<file path="config.mk">
export PLATFORM = sky130hd
export DESIGN_NAME = int_sequencer_flat
export DESIGN_NICKNAME = d
export VERILOG_FILES = /design/src/rtl/int_sequencer_pkg.sv /design/src/rtl/int_sequencer_if.sv /design/src/rtl/int_sequencer_edge.sv /design/src/rtl/int_sequencer.sv /design/src/flat_wrapper.sv
export SDC_FILE = /design/constraint.sdc
export NUM_CORES = 1
export LEC_CHECK = 0
export ABC_AREA = 1
export CAP_MARGIN = 20
export CORE_ASPECT_RATIO = 1.4
export CORE_UTILIZATION = 45
export CTS_CLUSTER_DIAMETER = 40
export DETAILED_ROUTE_END_ITERATION = 8
export PLACE_DENSITY = 0.77
export SETUP_SLACK_MARGIN = 0.02
export SLEW_MARGIN = 20
export SYNTH_ARGS = -nofsm -noshare
export SYNTH_HDL_FRONTEND = slang
export SYNTH_HIERARCHICAL = 1
export SYNTH_SLANG_ARGS = --single-unit
export TNS_END_PERCENT = 10
</file>
<file path="constraint.sdc">
create_clock -name clk -period 2.3 [get_ports clk]
set_input_delay 0.575 -clock clk [delete_from_list [all_inputs] [get_ports clk]]
set_output_delay 0.575 -clock clk [all_outputs]
set_load 0.01 [all_outputs]
</file>
<file path="src/rtl/int_sequencer_pkg.sv">
// Shared state encoding, default geometry and constants for the INT/RTI sequencer.
package int_sequencer_pkg;

   localparam int          PC_W_DEF     = 32;
   localparam int          WORD_W_DEF   = 16;
   localparam int          FLAG_W_DEF   = 3;
   localparam logic [31:0] VEC_ADDR_DEF = 32'h0000_0000;
   localparam logic [1:0]  FLUSH_CNT    = 2'd2;

   typedef enum logic [3:0] {
      S_IDLE     = 4'd0,
      S_DRAIN    = 4'd1,
      S_PUSH_LO  = 4'd2,
      S_PUSH_HI  = 4'd3,
      S_PUSH_FLG = 4'd4,
      S_VEC_LO   = 4'd5,
      S_VEC_HI   = 4'd6,
      S_LOAD     = 4'd7,
      S_R_DRAIN  = 4'd8,
      S_POP_FLG  = 4'd9,
      S_POP_HI   = 4'd10,
      S_POP_LO   = 4'd11,
      S_R_LOAD   = 4'd12
   } seq_state_t;

   // True in the two states that wait for the memory port to go quiet.
   function automatic logic is_drain(input seq_state_t s);
      return (s == S_DRAIN) || (s == S_R_DRAIN);
   endfunction

endpackage

</file>
<file path="src/rtl/int_sequencer_if.sv">
// Stack / data-memory port borrowed by the sequencer while a sequence runs.
interface int_sequencer_if
   import int_sequencer_pkg::*;
#(
   parameter int PC_W   = PC_W_DEF,
   parameter int WORD_W = WORD_W_DEF
) ();

   logic              push_en;
   logic              pop_en;
   logic [WORD_W-1:0] push_data;
   logic              mem_rd;
   logic [PC_W-1:0]   mem_addr;
   logic [WORD_W-1:0] rd_data;
   logic              mem_busy;

   modport master (
      output push_en, pop_en, push_data, mem_rd, mem_addr,
      input  rd_data, mem_busy
   );

   modport slave (
      input  push_en, pop_en, push_data, mem_rd, mem_addr,
      output rd_data, mem_busy
   );

endinterface

</file>
<file path="src/rtl/int_sequencer_edge.sv">
// Rising-edge detector on the interrupt line with a pending latch that holds
// the request until the sequencer accepts it.
module int_edge_latch (
   input  logic clk,
   input  logic rst,
   input  logic int_req,
   input  logic pend_clr,
   output logic int_pend
);

   logic int_req_q_r;
   logic int_pend_r;
   logic rise_s;

   assign rise_s   = int_req & ~int_req_q_r;
   assign int_pend = int_pend_r;

   // A new edge wins over a same-cycle clear so no request is lost.
   always_ff @(posedge clk) begin
      if (rst) begin
         int_req_q_r <= 1'b0;
         int_pend_r  <= 1'b0;
      end else begin
         int_req_q_r <= int_req;
         if (rise_s) begin
            int_pend_r <= 1'b1;
         end else if (pend_clr) begin
            int_pend_r <= 1'b0;
         end else begin
            int_pend_r <= int_pend_r;
         end
      end
   end

endmodule

</file>
<file path="src/rtl/int_sequencer.sv">
// Multi-cycle interrupt entry / RTI return sequencer: saves PC and flags on the
// stack, fetches the vector, and restores state on return.
module int_sequencer
   import int_sequencer_pkg::*;
#(
   parameter int              PC_W     = PC_W_DEF,
   parameter int              WORD_W   = WORD_W_DEF,
   parameter int              FLAG_W   = FLAG_W_DEF,
   parameter logic [PC_W-1:0] VEC_ADDR = PC_W'(VEC_ADDR_DEF)
) (
   input  logic                clk,
   input  logic                rst,
   input  logic                int_req,
   input  logic                rti_dec,
   input  logic [PC_W-1:0]     pc_resume,
   input  logic [FLAG_W-1:0]   flags_in,
   int_sequencer_if.master     mem,
   output logic                busy,
   output logic                stall_fetch,
   output logic [1:0]          flush_num,
   output logic                pc_load,
   output logic [PC_W-1:0]     pc_load_val,
   output logic                flags_load,
   output logic [FLAG_W-1:0]   flags_out,
   output logic                in_isr
);

   seq_state_t        state_r;
   seq_state_t        next_s;
   logic              first_r;
   logic              int_pend_s;
   logic              pend_clr_s;
   logic              start_s;
   logic [PC_W-1:0]   pc_r;
   logic [FLAG_W-1:0] flg_r;
   logic [FLAG_W-1:0] rflg_r;
   logic [WORD_W-1:0] lo_r;
   logic [WORD_W-1:0] hi_r;
   logic              in_isr_r;

   int_edge_latch u_edge (
      .clk      (clk),
      .rst      (rst),
      .int_req  (int_req),
      .pend_clr (pend_clr_s),
      .int_pend (int_pend_s)
   );

   assign start_s = (state_r == S_IDLE) && (next_s != S_IDLE);
   assign in_isr  = in_isr_r;

   // State register; first_r marks the opening cycle of a drain state.
   always_ff @(posedge clk) begin
      if (rst) begin
         state_r <= S_IDLE;
         first_r <= 1'b0;
      end else begin
         state_r <= next_s;
         first_r <= start_s;
      end
   end

   // Return address / flag capture on entry and stack/vector word captures.
   always_ff @(posedge clk) begin
      if (rst) begin
         pc_r     <= {PC_W{1'b0}};
         flg_r    <= {FLAG_W{1'b0}};
         rflg_r   <= {FLAG_W{1'b0}};
         lo_r     <= {WORD_W{1'b0}};
         hi_r     <= {WORD_W{1'b0}};
         in_isr_r <= 1'b0;
      end else begin
         if (start_s) begin
            pc_r <= pc_resume;
            if (next_s == S_DRAIN) begin
               flg_r <= flags_in;
            end
         end
         case (state_r)
            S_VEC_HI: lo_r     <= mem.rd_data;
            S_POP_HI: rflg_r   <= mem.rd_data[FLAG_W-1:0];
            S_POP_LO: hi_r     <= mem.rd_data;
            S_LOAD:   in_isr_r <= 1'b1;
            S_R_LOAD: in_isr_r <= 1'b0;
            default:  in_isr_r <= in_isr_r;
         endcase
      end
   end

   // Next-state selection and per-state output decode.
   always_comb begin
      next_s        = state_r;
      pend_clr_s    = 1'b0;
      busy          = (state_r != S_IDLE);
      stall_fetch   = (state_r != S_IDLE);
      flush_num     = 2'd0;
      mem.push_en   = 1'b0;
      mem.pop_en    = 1'b0;
      mem.push_data = {WORD_W{1'b0}};
      mem.mem_rd    = 1'b0;
      mem.mem_addr  = {PC_W{1'b0}};
      pc_load       = 1'b0;
      pc_load_val   = {PC_W{1'b0}};
      flags_load    = 1'b0;
      flags_out     = {FLAG_W{1'b0}};

      if (is_drain(state_r) && first_r) begin
         flush_num = FLUSH_CNT;
      end else begin
         flush_num = 2'd0;
      end

      case (state_r)
         S_IDLE: begin
            // RTI has priority; a simultaneous INT edge stays pending.
            if (rti_dec) begin
               next_s = S_R_DRAIN;
            end else if (int_pend_s && !in_isr_r) begin
               next_s     = S_DRAIN;
               pend_clr_s = 1'b1;
            end else begin
               next_s = S_IDLE;
            end
         end
         S_DRAIN: begin
            if (mem.mem_busy) begin
               next_s = S_DRAIN;
            end else begin
               next_s = S_PUSH_LO;
            end
         end
         S_PUSH_LO: begin
            mem.push_en   = 1'b1;
            mem.push_data = pc_r[WORD_W-1:0];
            next_s        = S_PUSH_HI;
         end
         S_PUSH_HI: begin
            mem.push_en   = 1'b1;
            mem.push_data = pc_r[PC_W-1:WORD_W];
            next_s        = S_PUSH_FLG;
         end
         S_PUSH_FLG: begin
            mem.push_en   = 1'b1;
            mem.push_data = {{(WORD_W-FLAG_W){1'b0}}, flg_r};
            next_s        = S_VEC_LO;
         end
         S_VEC_LO: begin
            mem.mem_rd   = 1'b1;
            mem.mem_addr = VEC_ADDR;
            next_s       = S_VEC_HI;
         end
         S_VEC_HI: begin
            mem.mem_rd   = 1'b1;
            mem.mem_addr = VEC_ADDR + PC_W'(1);
            next_s       = S_LOAD;
         end
         S_LOAD: begin
            pc_load     = 1'b1;
            pc_load_val = {mem.rd_data, lo_r};
            next_s      = S_IDLE;
         end
         S_R_DRAIN: begin
            if (mem.mem_busy) begin
               next_s = S_R_DRAIN;
            end else begin
               next_s = S_POP_FLG;
            end
         end
         S_POP_FLG: begin
            mem.pop_en = 1'b1;
            next_s     = S_POP_HI;
         end
         S_POP_HI: begin
            mem.pop_en = 1'b1;
            next_s     = S_POP_LO;
         end
         S_POP_LO: begin
            mem.pop_en = 1'b1;
            next_s     = S_R_LOAD;
         end
         S_R_LOAD: begin
            pc_load     = 1'b1;
            pc_load_val = {hi_r, mem.rd_data};
            flags_load  = 1'b1;
            flags_out   = rflg_r;
            next_s      = S_IDLE;
         end
         default: begin
            next_s = S_IDLE;
         end
      endcase
   end

endmodule

</file>
<file path="src/flat_wrapper.sv">
// flat-port wrapper written by rule: the top's interface ports become plain ports
module int_sequencer_flat import int_sequencer_pkg::*;
#(
   parameter int              PC_W     = PC_W_DEF,
   parameter int              WORD_W   = WORD_W_DEF,
   parameter int              FLAG_W   = FLAG_W_DEF,
   parameter logic [PC_W-1:0] VEC_ADDR = PC_W'(VEC_ADDR_DEF)
)
  (clk, rst, int_req, rti_dec, pc_resume, flags_in, busy, stall_fetch, flush_num, pc_load, pc_load_val, flags_load, flags_out, in_isr, mem_push_en, mem_pop_en, mem_push_data, mem_mem_rd, mem_mem_addr, mem_rd_data, mem_mem_busy);
  int_sequencer_if #(.PC_W(PC_W), .WORD_W(WORD_W)) mem_i ();
  input  logic clk;
  input  logic rst;
  input  logic int_req;
  input  logic rti_dec;
  input  logic [PC_W-1:0] pc_resume;
  input  logic [FLAG_W-1:0] flags_in;
  output logic busy;
  output logic stall_fetch;
  output logic [1:0] flush_num;
  output logic pc_load;
  output logic [PC_W-1:0] pc_load_val;
  output logic flags_load;
  output logic [FLAG_W-1:0] flags_out;
  output logic in_isr;
  output wire logic [$bits(mem_i.push_en)-1:0] mem_push_en;
  output wire logic [$bits(mem_i.pop_en)-1:0] mem_pop_en;
  output wire logic [$bits(mem_i.push_data)-1:0] mem_push_data;
  output wire logic [$bits(mem_i.mem_rd)-1:0] mem_mem_rd;
  output wire logic [$bits(mem_i.mem_addr)-1:0] mem_mem_addr;
  input wire logic [$bits(mem_i.rd_data)-1:0] mem_rd_data;
  input wire logic [$bits(mem_i.mem_busy)-1:0] mem_mem_busy;
  assign mem_push_en = mem_i.push_en;
  assign mem_pop_en = mem_i.pop_en;
  assign mem_push_data = mem_i.push_data;
  assign mem_mem_rd = mem_i.mem_rd;
  assign mem_mem_addr = mem_i.mem_addr;
  assign mem_i.rd_data = mem_rd_data;
  assign mem_i.mem_busy = mem_mem_busy;
  int_sequencer #(.PC_W(PC_W), .WORD_W(WORD_W), .FLAG_W(FLAG_W), .VEC_ADDR(VEC_ADDR)) u_core (.clk(clk), .rst(rst), .int_req(int_req), .rti_dec(rti_dec), .pc_resume(pc_resume), .flags_in(flags_in), .mem(mem_i), .busy(busy), .stall_fetch(stall_fetch), .flush_num(flush_num), .pc_load(pc_load), .pc_load_val(pc_load_val), .flags_load(flags_load), .flags_out(flags_out), .in_isr(in_isr));
endmodule
</file>
==> flow_summary.toml <==
[die]
start_util_pct = 46.75
die_width_microns = 82.16
die_h_microns = 114.2
pin_count = 149
die_area_sq_mm = 0.009383
core_area_sq_mm = 0.008658
rows = 40

[power]
ir_drop_mv = 0.5277
finalPower_mw = 4.683
leakage_nw = 3.183
powerDensity_mw_per_mm2 = 817.3

[sta]
period_needed_ps = 2506
fin_ws_ps = -205.8
drv_slew = 0
hold_viol = 0
fin_crit_sh_pct = 108.9
report.final.setup_viol = 4
fmax_mhz = 399.1
skew_ps = 8.005
rsz0062_at_grt = "true"
hold_slack_ps = 465.2

[critical_path]
cp_data_arrival_time_ps = 1930
crit_fanout = 21
timing.critical_path.from_type = "flop"
worstSetupPathType = "flop to output pin"
required_ps = 1730
rrSetupSlack_ps = 450
slowest_stage = "clkdlybuf4s50_1"
reg2reg_from = "u_core/state_r[0]$_SDFF_PP0_"
crit_buf_inv = 4
timing.critical_path.cells = "inv_1 > nand2_2 > nor3_4 > inv_2 > buf_12 > nor2_1 > clkdlybuf4s50_1"
worst_r2r_path_depth = 12
setup.worst_path.end_class = "output pin"
r2r-end = "u_core/pc_r[1]$_SDFFE_PP0P_"
crit_family = "buffers and inverters"
slowest_delay_ps = 540

[route]
drc = 0
dr.first_iter.drc_count = 145
route.vias.total = 4284
ant_nets = 0
dr.pass1.iters = 5
wirelength_mm = 11.03
via_per_inst = 5.076
wl_per_cell_microns = 13.07

[logic_synthesis]
yosysWarnings = 6
seq_area_frac_synth_pct = 38.58
synth_top_area_cell = "dfxtp_1"
syn_inst = 605
ys_top_cells_by_area = "dfxtp_1 39%, nand3_1 11%, o21ai_0 8.8%"
yosysTopAreaCellShare_pct = 38.58
ys_seq_elements = 78
syn_area_sq_mm = 0.004048
avgSynthCellArea_sq_um = 6.690
ys_types = 22

[job]
maxCapViolCount = 0

[layout]
layout_common_cells = "90 x nand3_1, 85 x nand2_1, 76 x dfxtp_1, 69 x a21oi_1, 65 x o21ai_0"
final_common_cell = "nand3_1"
area_delta_synth_final_pct = 41.55
fin_util_pct = 66.17
nets = 791
drive_gt1_share_pct = 12.72
fin_area_sq_mm = 0.005729
diodes = 0

[cts]
holdBufCountCts = 0
h-tree-depth = 3
cts_buffers = 9
clock-sinks = 78
clock_path_buffers = 2
cts_tree = "yes"
clk-insertion-delay-late_ps = 340
clkTransAtPathRegs_ps = 60
cts-root-buf = "clkbuf_16"

[global_routing]
grt_max_degree = 71
grt_pass1_vias = 3890
grt_pass1_wl_mm = 17.26
grt_remaining_overflow = 0
antenna_found_initial = 0
grt_use_total_pct = 23.68

[worst_hold_path]
hold_path_depth = 2
hp-class = "flop to flop"
worst_hold_path.endpoint = "u_core/u_edge/int_pend$_SDFFE_PP0P_"
hold_path.startpoint = "u_core/u_edge/int_pend$_SDFFE_PP0P_"

[place]
io_buffers = 116
dpl_cell_area_sq_mm = 0.005409
gp_congestion = 0.7694
hpwl_mm = 7.493

[outcome]
status = "complete, but fails checks"
failed_checks = "setup timing"
==> worst max-delay path by stage <==
| stage | start | end | slack, ps | depth (start not counted) |
|---|---|---|---|---|
| CTS | u_core/state_r[0]$_SDFF_PP0_ | pc_load_val[26] | -250 | 6 |
| finish | u_core/state_r[0]$_SDFF_PP0_ | flags_out[2] | -210 | 7 |
| global placement | mem_rd_data[2] | pc_load_val[2] | -160 | 4 |
| detailed placement | mem_rd_data[2] | pc_load_val[2] | -160 | 4 |
| global route | u_core/state_r[3]$_SDFF_PP0_ | flags_out[2] | -340 | 6 |
| floorplan | u_core/state_r[0]$_SDFF_PP0_ | stall_fetch | 260 | 7 |
==> cells by family after synthesis <==
family / synth area share, %
simple gates: 26.12
other cells: 0.09265
buf+inv: 17.56
flops: 38.58
compound gates: 17.65
==> sequential cells by signal, indices dropped and copies added (netlist names) <==
register and count:
u_core/flg_r 3, u_core/state_r 4, u_core/first_r 1, u_core/in_isr 1, u_core/u_edge/int_pend 1, u_core/pc_r 32, u_core/hi_r 16, u_core/rflg_r 3
u_core/u_edge/int_req_q_r 1, u_core/lo_r 16
==> per-layer routing <==
layer | up-vias | routed length, microns | share of wire (%) | global-route usage, %
met5 | - | 0 | 0 | 0
met4 | 0 | 99 | 0.90 | 8.070
met3 | 9 | 747 | 6.8 | 7.012
met2 | 159 | 5811 | 53 | 42.87
met1 | 1961 | 4369 | 40 | 25.40
li1 | 2155 | - | - | -
==> timing repair <==
item / in CTS / in global routing
gates resized for setup: 46 / 73
pin swaps: 0 / 0
setup endpoints to repair: 58 / 49
buffers inserted: 0 / 1
gates cloned: 0 / 1
==> synthesized netlist by cell type (all sizes together) <==
cell type  number
a21boi          1
a21oi          69
buf            50
clkbuf         22
clkinv          1
conb            1
dfxtp          78
inv            69
nand2          87
nand3          92
nor2           62
nor3            1
o21ai          71
o22ai           1
==> worst reg2reg max path: cells and delay by family, from the launching register on <==
kind / cells / cell delay (ps)
compound gates: 1 / 210
flops: 1 / 350
simple gates: 7 / 600
buf+inv: 4 / 580
==> metrics by stage <==
stage	instances	TNS, ps	worst slack (ps)
global placement	827	-3028	-162.6
global route	844	-1096	-338.6
detailed placement	827	-3043	-164.4
CTS	842	-4870	-245.1
finish	844	-480.8	-205.8
floorplan	636	0	263.5
==> layout make-up <==
class / count / area, sq um
Timing Repair Buffer: 160 / 1549
Tap cell: 105 / 131.4
Multi-Input combinational cell: 416 / 1918
Fill cell: 770 / 2929
Clock buffer: 10 / 229.0
Inverter: 70 / 262.8
Clock inverter: 5 / 75.07
Sequential cell: 78 / 1564
==> power breakdown <==
part	switching (mW)	total [mW]	internal, mW
clock	0.534	1.47	0.938
sequential	0.134	1.75	1.61
combinational	0.861	1.46	0.602
total	1.53	4.68	3.15
(Power assumes the default switching activity.)
